File: config.mk
export PLATFORM = sky130hd
export DESIGN_NAME = c3aibadapt_txasync_ssr_serializer_flat
export DESIGN_NICKNAME = d
export VERILOG_FILES = /design/src/rtl/c3aibadapt_txasync_ssr_serializer_if.sv /design/src/rtl/c3aibadapt_txasync_ssr_serializer.sv /design/src/flat_wrapper.sv
export SDC_FILE = /design/constraint.sdc
export NUM_CORES = 1
export LEC_CHECK = 0
export CELL_PAD_IN_SITES_DETAIL_PLACEMENT = 1
export CELL_PAD_IN_SITES_GLOBAL_PLACEMENT = 1
export CORE_UTILIZATION = 43
export DETAILED_ROUTE_END_ITERATION = 10
export PLACE_DENSITY_LB_ADDON = 0.25
export SLEW_MARGIN = 20
export SYNTH_ARGS = -nofsm -noshare
export SYNTH_HDL_FRONTEND = slang
export SYNTH_SLANG_ARGS = --single-unit
File: constraint.sdc
create_clock -name tx_clock_async_tx_osc_clk -period 3.01 [get_ports tx_clock_async_tx_osc_clk]
set_input_delay 0.602 -clock tx_clock_async_tx_osc_clk [delete_from_list [all_inputs] [get_ports tx_clock_async_tx_osc_clk]]
set_output_delay 0.602 -clock tx_clock_async_tx_osc_clk [all_outputs]
set_load 0.01 [all_outputs]
File: src/rtl/c3aibadapt_txasync_ssr_serializer_if.sv
// Signal bundle between the TX async SSR frame engine and its capture stage / serial consumer.
// The master modport is the frame engine; the slave modport is the attached logic.
interface c3aibadapt_txasync_ssr_serializer_if #(
    parameter int unsigned WIDTH = 3
);
    logic             tx_async_ssr_enable;
    logic [WIDTH-1:0] tx_async_hssi_fabric_ssr_data;
    logic             tx_async_hssi_fabric_ssr_load;
    logic             tx_async_ssr_sdata;
    logic             tx_async_ssr_sload;
    logic             tx_async_ssr_busy;

    modport master (
        input  tx_async_ssr_enable,
        input  tx_async_hssi_fabric_ssr_data,
        output tx_async_hssi_fabric_ssr_load,
        output tx_async_ssr_sdata,
        output tx_async_ssr_sload,
        output tx_async_ssr_busy
    );

    modport slave (
        output tx_async_ssr_enable,
        output tx_async_hssi_fabric_ssr_data,
        input  tx_async_hssi_fabric_ssr_load,
        input  tx_async_ssr_sdata,
        input  tx_async_ssr_sload,
        input  tx_async_ssr_busy
    );
endinterface

File: src/rtl/c3aibadapt_txasync_ssr_serializer.sv
// Slow shift register frame engine: pulses load to the capture bits, samples the word after the
// capture latency, shifts it out LSB-first with a bit-0 marker, then idles for a gap.
module c3aibadapt_txasync_ssr_serializer #(
    parameter int unsigned WIDTH      = 3,
    parameter int unsigned LOAD_LAT   = 1,
    parameter int unsigned GAP_CYCLES = 2
) (
    input  logic tx_clock_async_tx_osc_clk,
    input  logic tx_reset_async_tx_osc_clk_rst_n,
    c3aibadapt_txasync_ssr_serializer_if.master bus
);
    localparam int unsigned MAX_WL     = (WIDTH > LOAD_LAT) ? WIDTH : LOAD_LAT;
    localparam int unsigned MAX_WLG    = (MAX_WL > GAP_CYCLES) ? MAX_WL : GAP_CYCLES;
    localparam int unsigned CNT_MAX    = (MAX_WLG > 2) ? MAX_WLG : 2;
    localparam int unsigned CW         = $clog2(CNT_MAX);
    localparam int unsigned GAP_RELOAD = (GAP_CYCLES > 0) ? GAP_CYCLES - 1 : 0;

    typedef enum logic [2:0] {
        S_IDLE  = 3'd0,
        S_LOAD  = 3'd1,
        S_WAIT  = 3'd2,
        S_SHIFT = 3'd3,
        S_GAP   = 3'd4
    } state_t;

    state_t           state, state_n, ret_state;
    logic [CW-1:0]    cnt, cnt_n;
    logic [WIDTH-1:0] shreg, shreg_n;
    logic             load_q, sdata_q, sload_q, busy_q;
    logic             load_n, sdata_n, sload_n, busy_n;

    // State, counter, shift register and registered outputs.
    always_ff @(posedge tx_clock_async_tx_osc_clk or negedge tx_reset_async_tx_osc_clk_rst_n) begin
        if (!tx_reset_async_tx_osc_clk_rst_n) begin
            state   <= S_IDLE;
            cnt     <= '0;
            shreg   <= '0;
            load_q  <= 1'b0;
            sdata_q <= 1'b0;
            sload_q <= 1'b0;
            busy_q  <= 1'b0;
        end else begin
            state   <= state_n;
            cnt     <= cnt_n;
            shreg   <= shreg_n;
            load_q  <= load_n;
            sdata_q <= sdata_n;
            sload_q <= sload_n;
            busy_q  <= busy_n;
        end
    end

    // Next state; outputs are decoded from the next state so they appear in the state's own cycle.
    always_comb begin
        state_n   = state;
        cnt_n     = cnt;
        shreg_n   = shreg;
        ret_state = bus.tx_async_ssr_enable ? S_LOAD : S_IDLE;

        case (state)
            S_IDLE: begin
                if (bus.tx_async_ssr_enable) begin
                    state_n = S_LOAD;
                    cnt_n   = '0;
                end
            end
            S_LOAD: begin
                state_n = S_WAIT;
                cnt_n   = CW'(LOAD_LAT - 1);
            end
            S_WAIT: begin
                if (cnt == '0) begin
                    state_n = S_SHIFT;
                    cnt_n   = CW'(WIDTH - 1);
                    shreg_n = bus.tx_async_hssi_fabric_ssr_data;
                end else begin
                    cnt_n = cnt - CW'(1);
                end
            end
            S_SHIFT: begin
                shreg_n = shreg >> 1;
                if (cnt == '0) begin
                    if (GAP_CYCLES > 0) begin
                        state_n = S_GAP;
                        cnt_n   = CW'(GAP_RELOAD);
                    end else begin
                        state_n = ret_state;
                        cnt_n   = '0;
                    end
                end else begin
                    cnt_n = cnt - CW'(1);
                end
            end
            S_GAP: begin
                if (cnt == '0) begin
                    state_n = ret_state;
                    cnt_n   = '0;
                end else begin
                    cnt_n = cnt - CW'(1);
                end
            end
            default: begin
                state_n = S_IDLE;
                cnt_n   = '0;
            end
        endcase

        load_n  = (state_n == S_LOAD);
        busy_n  = (state_n != S_IDLE);
        sload_n = (state_n == S_SHIFT) && (state != S_SHIFT);
        sdata_n = (state_n == S_SHIFT) && shreg_n[0];
    end

    assign bus.tx_async_hssi_fabric_ssr_load = load_q;
    assign bus.tx_async_ssr_sdata            = sdata_q;
    assign bus.tx_async_ssr_sload            = sload_q;
    assign bus.tx_async_ssr_busy             = busy_q;
endmodule
File: src/flat_wrapper.sv
// flat-port wrapper written by rule: the top's interface ports become plain ports
module c3aibadapt_txasync_ssr_serializer_flat 
#(
    parameter int unsigned WIDTH      = 3,
    parameter int unsigned LOAD_LAT   = 1,
    parameter int unsigned GAP_CYCLES = 2
)
  (tx_clock_async_tx_osc_clk, tx_reset_async_tx_osc_clk_rst_n, bus_tx_async_ssr_enable, bus_tx_async_hssi_fabric_ssr_data, bus_tx_async_hssi_fabric_ssr_load, bus_tx_async_ssr_sdata, bus_tx_async_ssr_sload, bus_tx_async_ssr_busy);
  c3aibadapt_txasync_ssr_serializer_if #(.WIDTH(WIDTH)) bus_i ();
  input  logic tx_clock_async_tx_osc_clk;
  input  logic tx_reset_async_tx_osc_clk_rst_n;
  input wire logic [$bits(bus_i.tx_async_ssr_enable)-1:0] bus_tx_async_ssr_enable;
  input wire logic [$bits(bus_i.tx_async_hssi_fabric_ssr_data)-1:0] bus_tx_async_hssi_fabric_ssr_data;
  output wire logic [$bits(bus_i.tx_async_hssi_fabric_ssr_load)-1:0] bus_tx_async_hssi_fabric_ssr_load;
  output wire logic [$bits(bus_i.tx_async_ssr_sdata)-1:0] bus_tx_async_ssr_sdata;
  output wire logic [$bits(bus_i.tx_async_ssr_sload)-1:0] bus_tx_async_ssr_sload;
  output wire logic [$bits(bus_i.tx_async_ssr_busy)-1:0] bus_tx_async_ssr_busy;
  assign bus_i.tx_async_ssr_enable = bus_tx_async_ssr_enable;
  assign bus_i.tx_async_hssi_fabric_ssr_data = bus_tx_async_hssi_fabric_ssr_data;
  assign bus_tx_async_hssi_fabric_ssr_load = bus_i.tx_async_hssi_fabric_ssr_load;
  assign bus_tx_async_ssr_sdata = bus_i.tx_async_ssr_sdata;
  assign bus_tx_async_ssr_sload = bus_i.tx_async_ssr_sload;
  assign bus_tx_async_ssr_busy = bus_i.tx_async_ssr_busy;
  c3aibadapt_txasync_ssr_serializer #(.WIDTH(WIDTH), .LOAD_LAT(LOAD_LAT), .GAP_CYCLES(GAP_CYCLES)) u_core (.tx_clock_async_tx_osc_clk(tx_clock_async_tx_osc_clk), .tx_reset_async_tx_osc_clk_rst_n(tx_reset_async_tx_osc_clk_rst_n), .bus(bus_i));
endmodule
==> Word-level counts from Yosys, hierarchy flattened <==
Index checks and enable logic that the tools add are counted.
{ "op_classes": {"n_eq_ne": 9, "n_addsub": 1, "n_reduce_logical": 7, "n_mux": 13} }
{ "ops": {"columns": ["op", "n"], "rows": [
  ["3-bit 2-to-1 mux", 5],
  ["3-bit one-hot mux with 5 select lines", 1],
  ["3-bit by 2-bit == test with 1-bit output, second input constant", 3],
  ["2-bit 2-to-1 mux", 4],
  ["2-bit one-hot mux with 4 select lines", 1],
  ["3-bit by 1-bit == test with 1-bit output, second input constant", 2],
  ["3-bit one-hot mux with 2 select lines", 1],
  ["3-bit == test, second input constant", 1],
  ["3-bit zero test", 1],
  ["3-bit by 2-bit inequality test with 1-bit output, second input constant", 1],
  ["3-bit nonzero test", 1],
  ["1-bit logical AND", 2],
  ["2-bit zero test", 1],
  ["2-bit by 1-bit inequality test with 1-bit output, second input constant", 1],
  ["2-bit inequality test, second input constant", 1],
  ["2-bit AND reduction", 1],
  ["2-bit nonzero test", 1],
  ["2-bit by 1-bit subtractor with 2-bit output, second input constant", 1],
  ["1-bit 2-to-1 mux", 1]
]} }
{ "totals": {"regBits": 12, "elab_cells": 38} }

==> Longest topological paths before layout <==
{ "depth": {"depth_word": 5, "ltp_mapped": 6} }

==> Worst setup path before layout <==
OpenSTA, ideal clock, no wires.
{ "synth_timing": {"path_kind": "register to register", "startpoint": "register u_core.cnt[0]", "endpoint": "register u_core.busy_q (netlist: u_core.bus.tx_async_ssr_busy)", "path_slack_ns": 1.514, "period_less_slack_ns": 1.496, "arrival_time_ns": 1.357, "n_path_buf": 1, "path_stages_with_launch": 7, "required_time_ns": 2.872, "cell_sequence": "dfrtp_1 -> inv_1 -> ha_1 -> buf_6 -> mux2_4 -> a211oi_4 -> o211ai_1"} }
{ "synth_via": {"elab_chain_len": 4, "elab_cells_between_ends": 6, "cone_classes": "4 x mux; 2 x reduce/logical"} }
{ "synth_lines": {"columns": ["item", "line", "source"], "rows": [
  ["start, declared", "c3aibadapt_txasync_ssr_serializer.sv:27", "logic [CW-1:0] cnt, cnt_n;"],
  ["start signal, assigned", "c3aibadapt_txasync_ssr_serializer.sv:44", "cnt <= cnt_n;"],
  ["2-bit zero test *", "c3aibadapt_txasync_ssr_serializer.sv:72, c3aibadapt_txasync_ssr_serializer.sv:82, c3aibadapt_txasync_ssr_serializer.sv:95", null],
  ["3-bit 2-to-1 mux (on tied branches)", "c3aibadapt_txasync_ssr_serializer.sv:95, c3aibadapt_txasync_ssr_serializer.sv:72, c3aibadapt_txasync_ssr_serializer.sv:82", null],
  ["3-bit one-hot mux with 5 select lines *", "c3aibadapt_txasync_ssr_serializer.sv:60", "case (state)"],
  ["3-bit nonzero test *", "c3aibadapt_txasync_ssr_serializer.sv:109", "busy_n = (state_n != S_IDLE);"],
  ["via u_core.busy_n", "c3aibadapt_txasync_ssr_serializer.sv:30", "logic load_n, sdata_n, sload_n, busy_n;"],
  ["end signal, assigned", "c3aibadapt_txasync_ssr_serializer.sv:49", "busy_q <= busy_n;"],
  ["end, declared", "c3aibadapt_txasync_ssr_serializer.sv:29", "logic load_q, sdata_q, sload_q, busy_q;"]
]} }
The timed path passes the listed nets; every way through them passes the cells marked *.
A chain may end at the register's enable or synchronous reset.

==> Final worst setup path <==
{ "layout_timing": {"startpoint": "register u_core.sload_q (netlist: u_core.bus.tx_async_ssr_sload)", "endpoint": "output port bus_tx_async_ssr_sload"} }
{ "layout_lines": {"columns": ["item", "line", "source"], "rows": [
  ["start, declared", "c3aibadapt_txasync_ssr_serializer.sv:29", null],
  ["start signal, assigned", "c3aibadapt_txasync_ssr_serializer.sv:48", "sload_q <= sload_n;"],
  ["end, declared", "flat_wrapper.sv:16", "output wire logic [$bits(bus_i.tx_async_ssr_sload)-1:0] bus_tx_async_ssr_sload;"]
]} }
No word-level cell between the ends.

==> impl_metrics.yaml <==
clock_tree:
  worstSkewPairLatency_ns: 0.27
  cts_sinks: 12
  cts_buffer_depth: 2
  clock_tree.root_cell: "clkbuf_4"
  htree_levels: 1
  cts-resized-gates: 0
  ctsHoldBuffers: 0
  post_cts_buffers: 0
  cts_tree: "built"
  clkTransAtPathRegs_ns: 0.08
  cts_inserted_buffers: 3
sta:
  rsz0062_at_grt: "false"
  tightest_slew_ns: 0.563
  skew_ns: 0.00431
  fmax_mhz: 579
  post-route-period-util_pct: 57.4
  setup_ws_ns: 1.28
  finalSetupTns_ns: 0
  hold_viol: 0
  fin_crit_ns: 1.73
  setup_viol: 0
  drv_slew: 0
  slew_headroom_pct: 62.5
die:
  core_um2: 1540
  io_pins: 10
  die_area_um2: 1840
  die_x_um: 42.9
  rows: 14
  initial_core_util_pct: 46.6
  fp.dieH_um: 42.9
logic_synthesis:
  syn_inst: 71
  synth_seq_cells: 12
  syn_area_per_cell_um2: 10.1
  synth.distinct_cells: 30
  synthesis.nets: 81
  synth-async-reset-ratio_pct: 100
  synth-main-ff-cell: "dfrtp_1"
  yosysSeqAreaShare_pct: 41.8
  synth_edf_count: 0
  mappedNetlistArea_um2: 718
  ys_warn_count: 0
critical_path:
  critPathLaunchType: "register"
  crit_fanout: 1
  crit_slowest_cell: "clkdlybuf4s50_1"
  rrSetupSlack_ns: 1.33
  critical_path_class: "register to output port"
  critPathTopFamily: "buffers and inverters"
  crit_path_cell_trace: "clkdlybuf4s50_1"
  slowest_delay_ns: 0.53
  crit_path_end_kind: "output port"
  cp_num_buf_inv: 1
  worstPathRequired_ns: 2.41
  cp.arrival_ns: 1.13
min_path:
  hp-class: "register to register"
cells_and_area:
  drive_gt1_share_pct: 10.3
  areaGrowthSynthToFinish_pct: 12.9
  instances_no_fill: 94
  nNetsFinal: 90
  diodes: 0
drt:
  wl_per_cell_um: 14.6
  ant_nets: 0
  drc_errors: 0
  vias: 529
  drt_wl_total_um: 1370
  first_pass_iters: 3
  drt_iter0_drc: 5
  viasPerCell: 5.63
placed_design:
  port-buffer-count: 9
  dpl.cell_count: 91
  dp_slack_ns: 1.14
  hpwlAfterDp_um: 977
  gp_congestion: 0.701
power_and_ir_drop:
  swShare_pct: 42.2
  p_per_area_nw_per_um2: 1060
  seqPwrFrac_pct: 39.4
  p_comb_share_pct: 48.9
  internal_power_uw: 495
  p_leak_nw: 0.351
  vdd_drop_max_uv: 399
  p_total_uw: 857
  power.switching_uw: 362
  p_clk_share_pct: 11.7
grt:
  grt_first_pass_wirelength_um: 2500
  antenna_found_initial: 0
  grt_pass1_vias: 521
  grt_max_degree: 21
  grt-ovfl-total: 0
  grtUsageTotal_pct: 19.1
outcome:
  status: "finished, final reports clean"
run:
  maxCapViolCount: 0
-- per-layer routing --
metal  share of wire (%)  routed length [µm]  vias up  global-route usage (%)
met3                 2.9                  40        4                    3.83
met5                   0                   0        -                       0
li1                    -                   -      265                       -
met2                  47                 647       10                    29.4
met4                 2.5                  34        0                    11.3
met1                  47                 651      250                    24.5
-- state kept, by name (all words and copies together) (netlist names) --
name,count
u_core.bus.tx_async_hssi_fabric_ssr_load,1
u_core.bus.tx_async_ssr_busy,1
u_core.bus.tx_async_ssr_sload,1
u_core.state,3
u_core.bus.tx_async_ssr_sdata,1
u_core.cnt,2
u_core.shreg,3
-- power groups by stage --
stage | logic [mW] | clock network [mW] | registers (mW)
2_1_floorplan | 0.405 | 0 | 0.279
3_3_place_gp | 0.411 | 0 | 0.340
3_5_place_dp | 0.426 | 0 | 0.342
4_1_cts | 0.432 | 0.102 | 0.339
5_1_grt | 0.479 | 0.108 | 0.357
6_report | 0.419 | 0.101 | 0.337
-- per-stage QoR --
step | hold WS (ns) | instance area (µm²) | utilization (%)
2_1_floorplan | 0.306 | 718 | -
3_3_place_gp | 0.463 | 788 | 51.1
3_5_place_dp | 0.469 | 788 | 51.1
4_1_cts | 0.487 | 811 | 52.6
5_1_grt | 0.517 | 811 | 52.6
6_report | 0.484 | 811 | 52.6
-- cell type report --
type / instances / area, µm²
inverter: 4 / 15.0
clock buffer: 3 / 22.5
timing repair buffer: 9 / 90.1
multi-input combinational: 50 / 363
tap: 16 / 20.0
fill: 183 / 731
sequential: 12 / 300
-- path summary, 6_finish.rpt --
kind                                                         start                                endpoint  cells after the start
min in group asynchronous          tx_reset_async_tx_osc_clk_rst_n               u_core.state[0]$_DFF_PN0_                      1
setup reg to reg                         u_core.cnt[0]$_DFFE_PN0P_  u_core.bus.tx_async_ssr_busy$_DFF_PN0_                      5
hold reg to reg                          u_core.shreg[0]$_DFF_PN0_               u_core.shreg[0]$_DFF_PN0_                      2
hold / removal                           u_core.shreg[0]$_DFF_PN0_               u_core.shreg[0]$_DFF_PN0_                      2
setup / recovery           u_core.bus.tx_async_ssr_sload$_DFF_PN0_                  bus_tx_async_ssr_sload                      1
max in group asynchronous          tx_reset_async_tx_osc_clk_rst_n               u_core.cnt[1]$_DFFE_PN0P_                      1
-- Yosys cell counts, drive strengths merged, types with 2 or more instances --
library cell | instances | area, µm²
dfrtp | 12 | 300
o21ai | 7 | 35.0
nand3b | 3 | 22.5
ha | 4 | 50.1
nand3 | 4 | 20.0
inv | 4 | 15.0
nand2 | 3 | 11.3
a21oi | 2 | 10.0
buf | 5 | 40.0
nand2b | 2 | 12.5
nor2 | 7 | 26.3
and4bb | 2 | 25.0
mux2 | 2 | 26.3
-- cells by family (layout without fill, tap and decap cells) --
logic type               Yosys count  in the layout  synth area share, %
XOR/XNOR                           1              1                 1.22
multiplexers                       3              3                 5.05
flip-flops                        12             12                 41.8
AO/OA/AOI/OAI                     14             14                 13.2
AND/OR/NAND/NOR                   28             28                 24.0
buffers and inverters              9             16                 7.67
adder cells (fa/ha/maj)            4              4                 6.97
-- cells in the final DEF (no fill, tap or decap), types with 2 or more instances in the layout --
cell type	count
a21oi_1	2
and4bb_2	2
clkbuf_4	3
clkdlybuf4s50_1	9
dfrtp_1	12
ha_1	4
inv_1	4
nand2_1	3
nand2b_1	2
nand3_1	4
nand3b_1	3
nor2_1	7
o21ai_0	7
Power figures use the tool's default switching activity.
